`config.mk`:
```
export PLATFORM = sky130hd
export DESIGN_NAME = uart_tx_queue
export DESIGN_NICKNAME = d
export VERILOG_FILES = /design/src/rtl/uart_tx_queue.sv
export SDC_FILE = /design/constraint.sdc
export NUM_CORES = 1
export LEC_CHECK = 0
export CORE_UTILIZATION = 50
export DETAILED_ROUTE_END_ITERATION = 8
export GPL_TIMING_DRIVEN = 0
export PLACE_DENSITY = 0.76
export SYNTH_ARGS = -nofsm -noshare
export SYNTH_HDL_FRONTEND = slang
export SYNTH_SLANG_ARGS = --single-unit
```
`constraint.sdc`:
```
create_clock -name clk -period 4.8 [get_ports clk]
set_input_delay 0.48 -clock clk [delete_from_list [all_inputs] [get_ports clk]]
set_output_delay 0.48 -clock clk [all_outputs]
set_load 0.1 [all_outputs]
```
`src/rtl/uart_tx_queue.sv`:
```
// Buffered CPU front-end for uart_t: a byte FIFO plus a sequencer that feeds uart_t one byte at
// a time, polls its busy flag between bytes and defers divisor updates until uart_t is idle.
module uart_tx_queue #(
   parameter int unsigned DEPTH_LOG2 = 4,
   parameter int unsigned DIV_RESET  = 1
) (
   input  logic        clk,
   input  logic        reset,
   input  logic        bus_wen,
   input  logic [7:0]  bus_addr,
   input  logic [31:0] bus_wdata,
   output logic [31:0] bus_rdata,
   output logic        u_wen,
   output logic [31:0] u_addr,
   output logic [31:0] u_wdata,
   input  logic [31:0] u_rdata
);

   localparam int unsigned Depth = 2 ** DEPTH_LOG2;
   localparam logic [DEPTH_LOG2:0] LevelFull = (DEPTH_LOG2 + 1)'(Depth);

   localparam logic [7:0] BusData = 8'h00;
   localparam logic [7:0] BusDiv  = 8'h04;
   localparam logic [7:0] BusStat = 8'h08;
   localparam logic [7:0] BusLvl  = 8'h0C;

   localparam logic [31:0] UData = 32'h0000_0000;
   localparam logic [31:0] UDiv  = 32'h0000_0004;
   localparam logic [31:0] UBusy = 32'h0000_0008;

   typedef enum logic [2:0] {
      StIdle,
      StCfg,
      StSend,
      StPoll,
      StCheck
   } state_e;

   state_e                state_q;
   logic [7:0]            mem_q [Depth];
   logic [DEPTH_LOG2-1:0] rd_ptr_q;
   logic [DEPTH_LOG2-1:0] wr_ptr_q;
   logic [DEPTH_LOG2:0]   level_q;
   logic [31:0]           shadow_q;
   logic                  cfg_pend_q;
   logic                  ovf_q;

   logic empty;
   logic full;
   logic busy;
   logic pop;
   logic push_req;
   logic push_ok;
   logic div_wr;
   logic ovf_clr;

   // Only the busy flag of uart_t's read data matters here.
   logic unused_rdata;
   assign unused_rdata = ^u_rdata[31:1];

   assign empty    = (level_q == '0);
   assign full     = (level_q == LevelFull);
   assign busy     = (state_q != StIdle) | !empty | cfg_pend_q;
   assign pop      = (state_q == StSend);
   assign push_req = bus_wen && (bus_addr == BusData);
   // A push on a full FIFO still fits when the head leaves in the same cycle.
   assign push_ok  = push_req && !reset && (!full || pop);
   assign div_wr   = bus_wen && (bus_addr == BusDiv);
   assign ovf_clr  = bus_wen && (bus_addr == BusLvl);

   always_ff @(posedge clk) begin
      if (push_ok) begin
         mem_q[wr_ptr_q] <= bus_wdata[7:0];
      end
   end

   always_ff @(posedge clk) begin
      if (reset) begin
         rd_ptr_q <= '0;
         wr_ptr_q <= '0;
         level_q  <= '0;
      end else begin
         if (push_ok) begin
            wr_ptr_q <= wr_ptr_q + 1'b1;
         end
         if (pop) begin
            rd_ptr_q <= rd_ptr_q + 1'b1;
         end
         case ({push_ok, pop})
            2'b10:   level_q <= level_q + 1'b1;
            2'b01:   level_q <= level_q - 1'b1;
            default: level_q <= level_q;
         endcase
      end
   end

   // uart_t has no reset, so start by polling it and reprogram the divisor once it is idle.
   always_ff @(posedge clk) begin
      if (reset) begin
         state_q    <= StPoll;
         u_wen      <= 1'b0;
         u_addr     <= UBusy;
         u_wdata    <= '0;
         shadow_q   <= DIV_RESET;
         cfg_pend_q <= 1'b1;
      end else begin
         u_wen   <= 1'b0;
         u_addr  <= UBusy;
         u_wdata <= '0;
         case (state_q)
            StIdle: begin
               if (cfg_pend_q) begin
                  state_q <= StCfg;
                  u_wen   <= 1'b1;
                  u_addr  <= UDiv;
                  u_wdata <= shadow_q;
               end else if (!empty) begin
                  state_q <= StSend;
                  u_wen   <= 1'b1;
                  u_addr  <= UData;
                  u_wdata <= {24'h0, mem_q[rd_ptr_q]};
               end
            end
            StCfg: begin
               cfg_pend_q <= 1'b0;
               state_q    <= StIdle;
            end
            StSend:  state_q <= StPoll;
            StPoll:  state_q <= StCheck;
            StCheck: state_q <= u_rdata[0] ? StPoll : StIdle;
            default: state_q <= StIdle;
         endcase
         // A new divisor wins over a CFG issued in the same cycle; it is sent again later.
         if (div_wr) begin
            shadow_q   <= bus_wdata;
            cfg_pend_q <= 1'b1;
         end
      end
   end

   always_ff @(posedge clk) begin
      if (reset) begin
         ovf_q     <= 1'b0;
         bus_rdata <= '0;
      end else begin
         if (push_req && !push_ok) begin
            ovf_q <= 1'b1;
         end else if (ovf_clr) begin
            ovf_q <= 1'b0;
         end
         if (!bus_wen) begin
            case (bus_addr)
               BusDiv:  bus_rdata <= shadow_q;
               BusStat: bus_rdata <= {28'h0, ovf_q, full, empty, busy};
               BusLvl:  bus_rdata <= 32'(level_q);
               default: bus_rdata <= '0;
            endcase
         end
      end
   end

endmodule

```
**Word-level counts from Yosys, hierarchy flattened**

Memory sizes are Yosys's and may differ from the RTL's. A register that Yosys moved wholly into a read port is not among the register bits.
Index checks and enable logic that the tools add are counted.

- Add/subtract/negate cells: 4
- Equality and inequality tests: 11
- Mux-type cells: 18
- Bitwise logic cells: 3
- Reduce and logical (&&, ||, !) cells: 20

Operators with widths:

| cell | number |
|---|---|
| 32-bit one-hot mux with 3 select lines | 1 |
| 32-bit 2-to-1 mux | 1 |
| 8-bit by 4-bit == test with 1-bit output, second input constant | 2 |
| 4-bit 2-to-1 mux | 4 |
| 3-bit one-hot mux with 4 select lines | 1 |
| 5-bit one-hot mux with 2 select lines | 1 |
| 4-bit by 1-bit adder with 4-bit output, second input constant | 2 |
| 8-bit by 3-bit == test with 1-bit output, second input constant | 1 |
| 8-bit logical NOT | 1 |
| 8-bit 2-to-1 mux | 1 |
| 3-bit by 2-bit == test with 1-bit output, second input constant | 2 |
| 1-bit logical AND | 6 |
| 1-bit 2-to-1 mux | 6 |
| 3-bit 2-to-1 mux | 2 |
| 5-bit by 1-bit adder with 5-bit output, second input constant | 1 |
| 5-bit == test, second input constant | 1 |
| 5-bit logical NOT | 1 |
| 5-bit by 1-bit subtractor with 5-bit output, second input constant | 1 |
| 1-bit logical NOT | 4 |
| 2-bit nonzero test | 2 |
| 2-bit OR reduction | 2 |
| 3-bit by 1-bit == test with 1-bit output, second input constant | 1 |
| 3-bit == test, second input constant | 1 |
| 3-bit logical NOT | 1 |
| 9 further kinds | 10 |

- Register bits after elaboration: 147
- Memory bits (writable): 128
- Input bits: 75
- Output and inout port bits: 97
- Logic and storage cells: 69
- Memories kept: 1

Memory list:

| memory | words | width | read ports | clocked after memory_dff | write ports | line | RTL |
|---|---|---|---|---|---|---|---|
| mem_q | 16 | 8 | 1 | 1 | 1 | 40 | `logic [7:0] mem_q [Depth];` |

**Logic depth before layout (Yosys ltp)**

- Word-level depth: 7
- Mapped depth: 14
- Gate-level depth less buffers: 11

**Worst setup path before layout**

No wires, ideal clock.

- Path kind: register -> register
- From: reg level_q[1]
- To: reg level_q[4]
- Library setup time: 121 ps
- Arrival time: 3310 ps
- Data required time: 4679 ps
- Slack: 1369 ps
- Cell stages (with the launch flop): 15
- Path buffers: 3
- Period minus slack after synthesis: 3431 ps
- Cell sequence: dfxtp_1 > clkbuf_1 > or4_1 > buf_6 > o31a_1 > and2_1 > nand2b_1 > ha_1 > clkbuf_1 > xor2_1 > ha_1 > a21oi_1 > or3_1 > a31oi_1 > mux2_2

- Cells in the longest elaborated chain, start to end: 6
- Elaborated cells on any way between the ends: 10
- Classes of those cells: 2 x add/sub; 3 x eq/ne; 1 x mux; 4 x reduce/logical

Ends and longest elaborated chain:

| element | line | RTL |
|---|---|---|
| start, declared | 43 | `logic [DEPTH_LOG2:0] level_q;` |
| start signal, assigned | 90 | `2'b10: level_q <= level_q + 1'b1;` |
| start signal, assigned | 91 | `2'b01: level_q <= level_q - 1'b1;` |
| start signal, assigned | 92 | `default: level_q <= level_q;` |
| 5-bit == test | 62 | `assign full = (level_q == LevelFull);` |
| 1-bit logical NOT | 67 | `assign push_ok = push_req && !reset && (!full \|\| pop);` |
| 1-bit logical OR | 67 |  |
| 1-bit logical AND | 67 |  |
| 2-bit by 1-bit == test with 1-bit output / 2-bit == test (equally long branches) | 89 | `case ({push_ok, pop})` |
| 5-bit one-hot mux with 2 select lines / 2-bit nonzero test (equally long branches) | - |  |

Parallel ways exist; a longest one is shown, timed or not.
A chain may end at the register's enable or synchronous reset.

**Worst setup path after layout**

- From: in bus_addr[7]
- To: reg level_q[4]

- Cells in the longest elaborated chain, start to end: 6
- Elaborated cells on any way between the ends: 8
- Classes of those cells: 2 x eq/ne; 1 x mux; 5 x reduce/logical

Ends and longest elaborated chain:

| element | line | RTL |
|---|---|---|
| start, declared | 10 | `input logic [7:0] bus_addr,` |
| 8-bit logical NOT * | 65 | `assign push_req = bus_wen && (bus_addr == BusData);` |
| 1-bit logical AND * | 65 |  |
| 1-bit logical AND * (2 in a row) | 67 |  |
| 2-bit by 1-bit == test with 1-bit output / 2-bit == test (equally long branches) | 89 |  |
| 5-bit one-hot mux with 2 select lines / 2-bit nonzero test (equally long branches) | - |  |

Mark *: on every way between the ends. The rest lies on a longest branch, timed or not.

==> impl_metrics.py <==
metrics = {
    "routing": {
        "drc": 0,
        "final_antenna_net_count": 0,
        "vias_per_cell": 5.41,
        "firstDrtPassIters": 5,
        "vias": 6345,
        "wirelength_microns": 22300,
        "drt_iter0_drc": 446,
        "wl_per_cell_microns": 19.0,
    },
    "clock_network": {
        "clkTransAtPathRegs_ps": 60,
        "cts_root_buf": "clkbuf_16",
        "cts_tree": "built",
        "clkSinkCount": 249,
        "cts_resized": 0,
        "cts_buffer_depth": 3,
        "post-cts-setup-buffers": 0,
        "clock_latency_ps": 520,
        "cts_buffers": 26,
        "postCtsHoldBufs": 0,
        "h-tree-depth": 1,
    },
    "yosys": {
        "ys.flop_type": "edfxtp_1",
        "synthTopCellsByArea": "edfxtp_1, dfxtp_1, mux4_2",
        "synth_edf_count": 128,
        "yosysTopAreaCell": "edfxtp_1",
        "synth-simple-area-share_pct": 11.3,
        "ys_warn_count": 0,
        "async_flop_share_pct": 0,
        "synth_most_common_cell": "edfxtp_1",
        "syn_inst": 728,
        "synth_area_per_cell_sq_um": 13.3,
        "synthDistinctLibCells": 58,
        "synth_top_cell_area_share_pct": 39.8,
        "ys_seq_area_share_pct": 64.9,
        "synthXorXnorAreaFrac_pct": 0.544,
        "synth_top_family_by_area": "simple AND/OR/NAND/NOR gates",
        "synth-adder-area-share_pct": 1.04,
        "synth-compound-area-share_pct": 6.94,
        "yosys-top-cells-count": "edfxtp_1, dfxtp_1, nand2_1",
        "muxShareOfSynthArea_pct": 10.0,
        "synth_area_sq_mm": 0.00966,
        "synth_seq_cells": 249,
    },
    "sta": {
        "finalCritPeriodShare_pct": 83.5,
        "fin_skew_ps": 9.54,
        "finalSetupViolations": 0,
        "hold_viol": 0,
        "rsz0062_at_grt": "false",
        "finalSetupTns_ps": 0,
        "maxSlewViolCount": 0,
        "fmax_mhz": 250,
        "period_needed_ps": 4010,
        "tightest_slew_ps": 1370,
        "slew_headroom_pct": 7.86,
    },
    "power": {
        "totalPowerFinal_mw": 4.67,
        "p_leak_nw": 4.21,
        "ir_drop_uv": 322,
        "p_per_area_mw_per_mm2": 387,
    },
    "run_status": {
        "status": "completed",
    },
    "critical_path": {
        "critPathKind": "in -> reg",
        "critPathLaunchType": "input port",
        "critPathArrivalTime_ps": 4410,
        "cp_max_fo": 10,
        "r2r-start": "level_q[1]$_SDFFE_PP0P_",
        "cp-end-kind": "flop",
        "r2r.worst_path.cells": 14,
        "worstSetupStartpoint": "bus_addr[7]",
        "cp.required_ps": 5210,
    },
    "grt": {
        "grt_antenna_before_repair": 0,
        "grt_pass1_wl_microns": 33900,
        "grt.total_usage_pct": 22.5,
        "grt_start_max_net_pins": 18,
        "grt_pass1_vias": 6027,
        "gr-total-overflow": 0,
    },
    "cells_and_area": {
        "multiInputGateArea_sq_mm": 0.00300,
        "num-nets-final": 977,
        "stdcell_count": 1173,
        "finalInstanceArea_sq_mm": 0.0121,
        "drive_gt1_share_pct": 15.0,
        "antenna_cells": 0,
        "fill_cells": 1413,
        "seq_area_sq_mm": 0.00627,
        "area_growth_syn_to_layout_pct": 24.9,
    },
    "place": {
        "dp_hpwl_microns": 15000,
        "place_area_sq_mm": 0.0112,
        "place_inst": 1126,
        "place_congestion": 0.824,
        "io_buffers": 109,
    },
    "floorplanning": {
        "core_area_sq_mm": 0.0188,
        "num_rows": 50,
        "initial_utilization_pct": 51.3,
        "dieArea_sq_mm": 0.0199,
        "fp.dieW_microns": 141,
        "io_pins": 172,
        "dieHeight_microns": 141,
    },
    "run": {
        "cap_violations": 0,
    },
    "min_path": {
        "whs_path_depth": 3,
        "hold_path_class": "in -> reg",
        "hold_path.startpoint": "bus_addr[3]",
    },
}
==> cell type report <==
class	instances	share of cell area (%)
Timing Repair Buffer	109	9.04
Buffer	82	4.01
Clock buffer	41	6.63
Multi-Input combinational cell	420	24.9
Sequential cell	249	51.9
Tap cell	260	2.70
Inverter	6	0.187
Clock inverter	6	0.653
==> registers in the layout (all words and copies together), names as in the netlist, named ones only <==
register	flops
level_q	5
u_wen	1
u_addr	2
ovf_q	1
rd_ptr_q	4
state_q	3
bus_rdata	32
mem_q	128
shadow_q	32
wr_ptr_q	4
u_wdata	32
cfg_pend_q	1
==> cells in the final DEF (no fill, tap or decap), drive strengths merged, types with 11 or more instances in the layout <==
cell type	count
edfxtp	128
dfxtp	121
clkdlybuf4s50	109
clkbuf	81
nand2	75
nor2	67
buf	42
a21oi	39
mux4	32
a22oi	30
conb	30
and3	26
mux2	12
mux2i	11
==> worst max-delay path, cell delays in order <==
cell and delay (ps):
clkdlybuf4s50_1 420, nor4_1 730, and3_1 330, clkbuf_1 340
and2_1 260, nand2b_1 100, ha_1 200, clkbuf_1 190
xor2_1 180, ha_1 200, a21oi_1 240, a32oi_1 160
a31oi_1 230, mux2_2 350
==> final timing paths <==
kind	slack [ps]	to
hold / removal	330	ovf_q$_SDFFE_PP0P_
setup reg to reg	1050	level_q[4]$_SDFFE_PP0P_
setup / recovery	790	level_q[4]$_SDFFE_PP0P_
hold reg to reg	470	shadow_q[10]$_SDFFE_PP0P_
==> per-layer routing <==
layer / share of wire [%] / vias to the layer above / GRT usage [%] / routed length (microns)
met5: 0 / - / 0 / 0
met4: 2.5 / 0 / 7.15 / 559
met3: 7.2 / 42 / 4.14 / 1610
met2: 48 / 275 / 37.8 / 10700
met1: 42 / 3083 / 29.7 / 9410
li1: - / 2945 / - / -
==> per-stage QoR <==
stage,util (%),hold slack (ps),setup slack (ps)
after detailed placement,59.4,456,361
after CTS,64.1,315,881
final,64.1,334,794
after global routing,64.1,336,549
after floorplan,-,442,1370
after global placement,59.4,447,400
==> cells by family (layout without fill, tap and decap cells) <==
family / count (synthesis) / in the layout
other cells: 1 / 30
mux: 55 / 55
buf+inv: 88 / 244
simple gates: 221 / 221
xor+xnor: 6 / 6
compound gates: 100 / 100
flops: 249 / 249
fa+ha+maj: 8 / 8
==> power by group <==
group	leakage (nW)	switching [mW]	internal, mW	total (mW)
combinational	1.65	0.252	0.127	0.379
clock	0.432	0.790	1.24	2.03
sequential	2.13	0.00911	2.25	2.25
total	4.21	1.05	3.62	4.67
No activity file was read; power rests on OpenSTA's default activity.
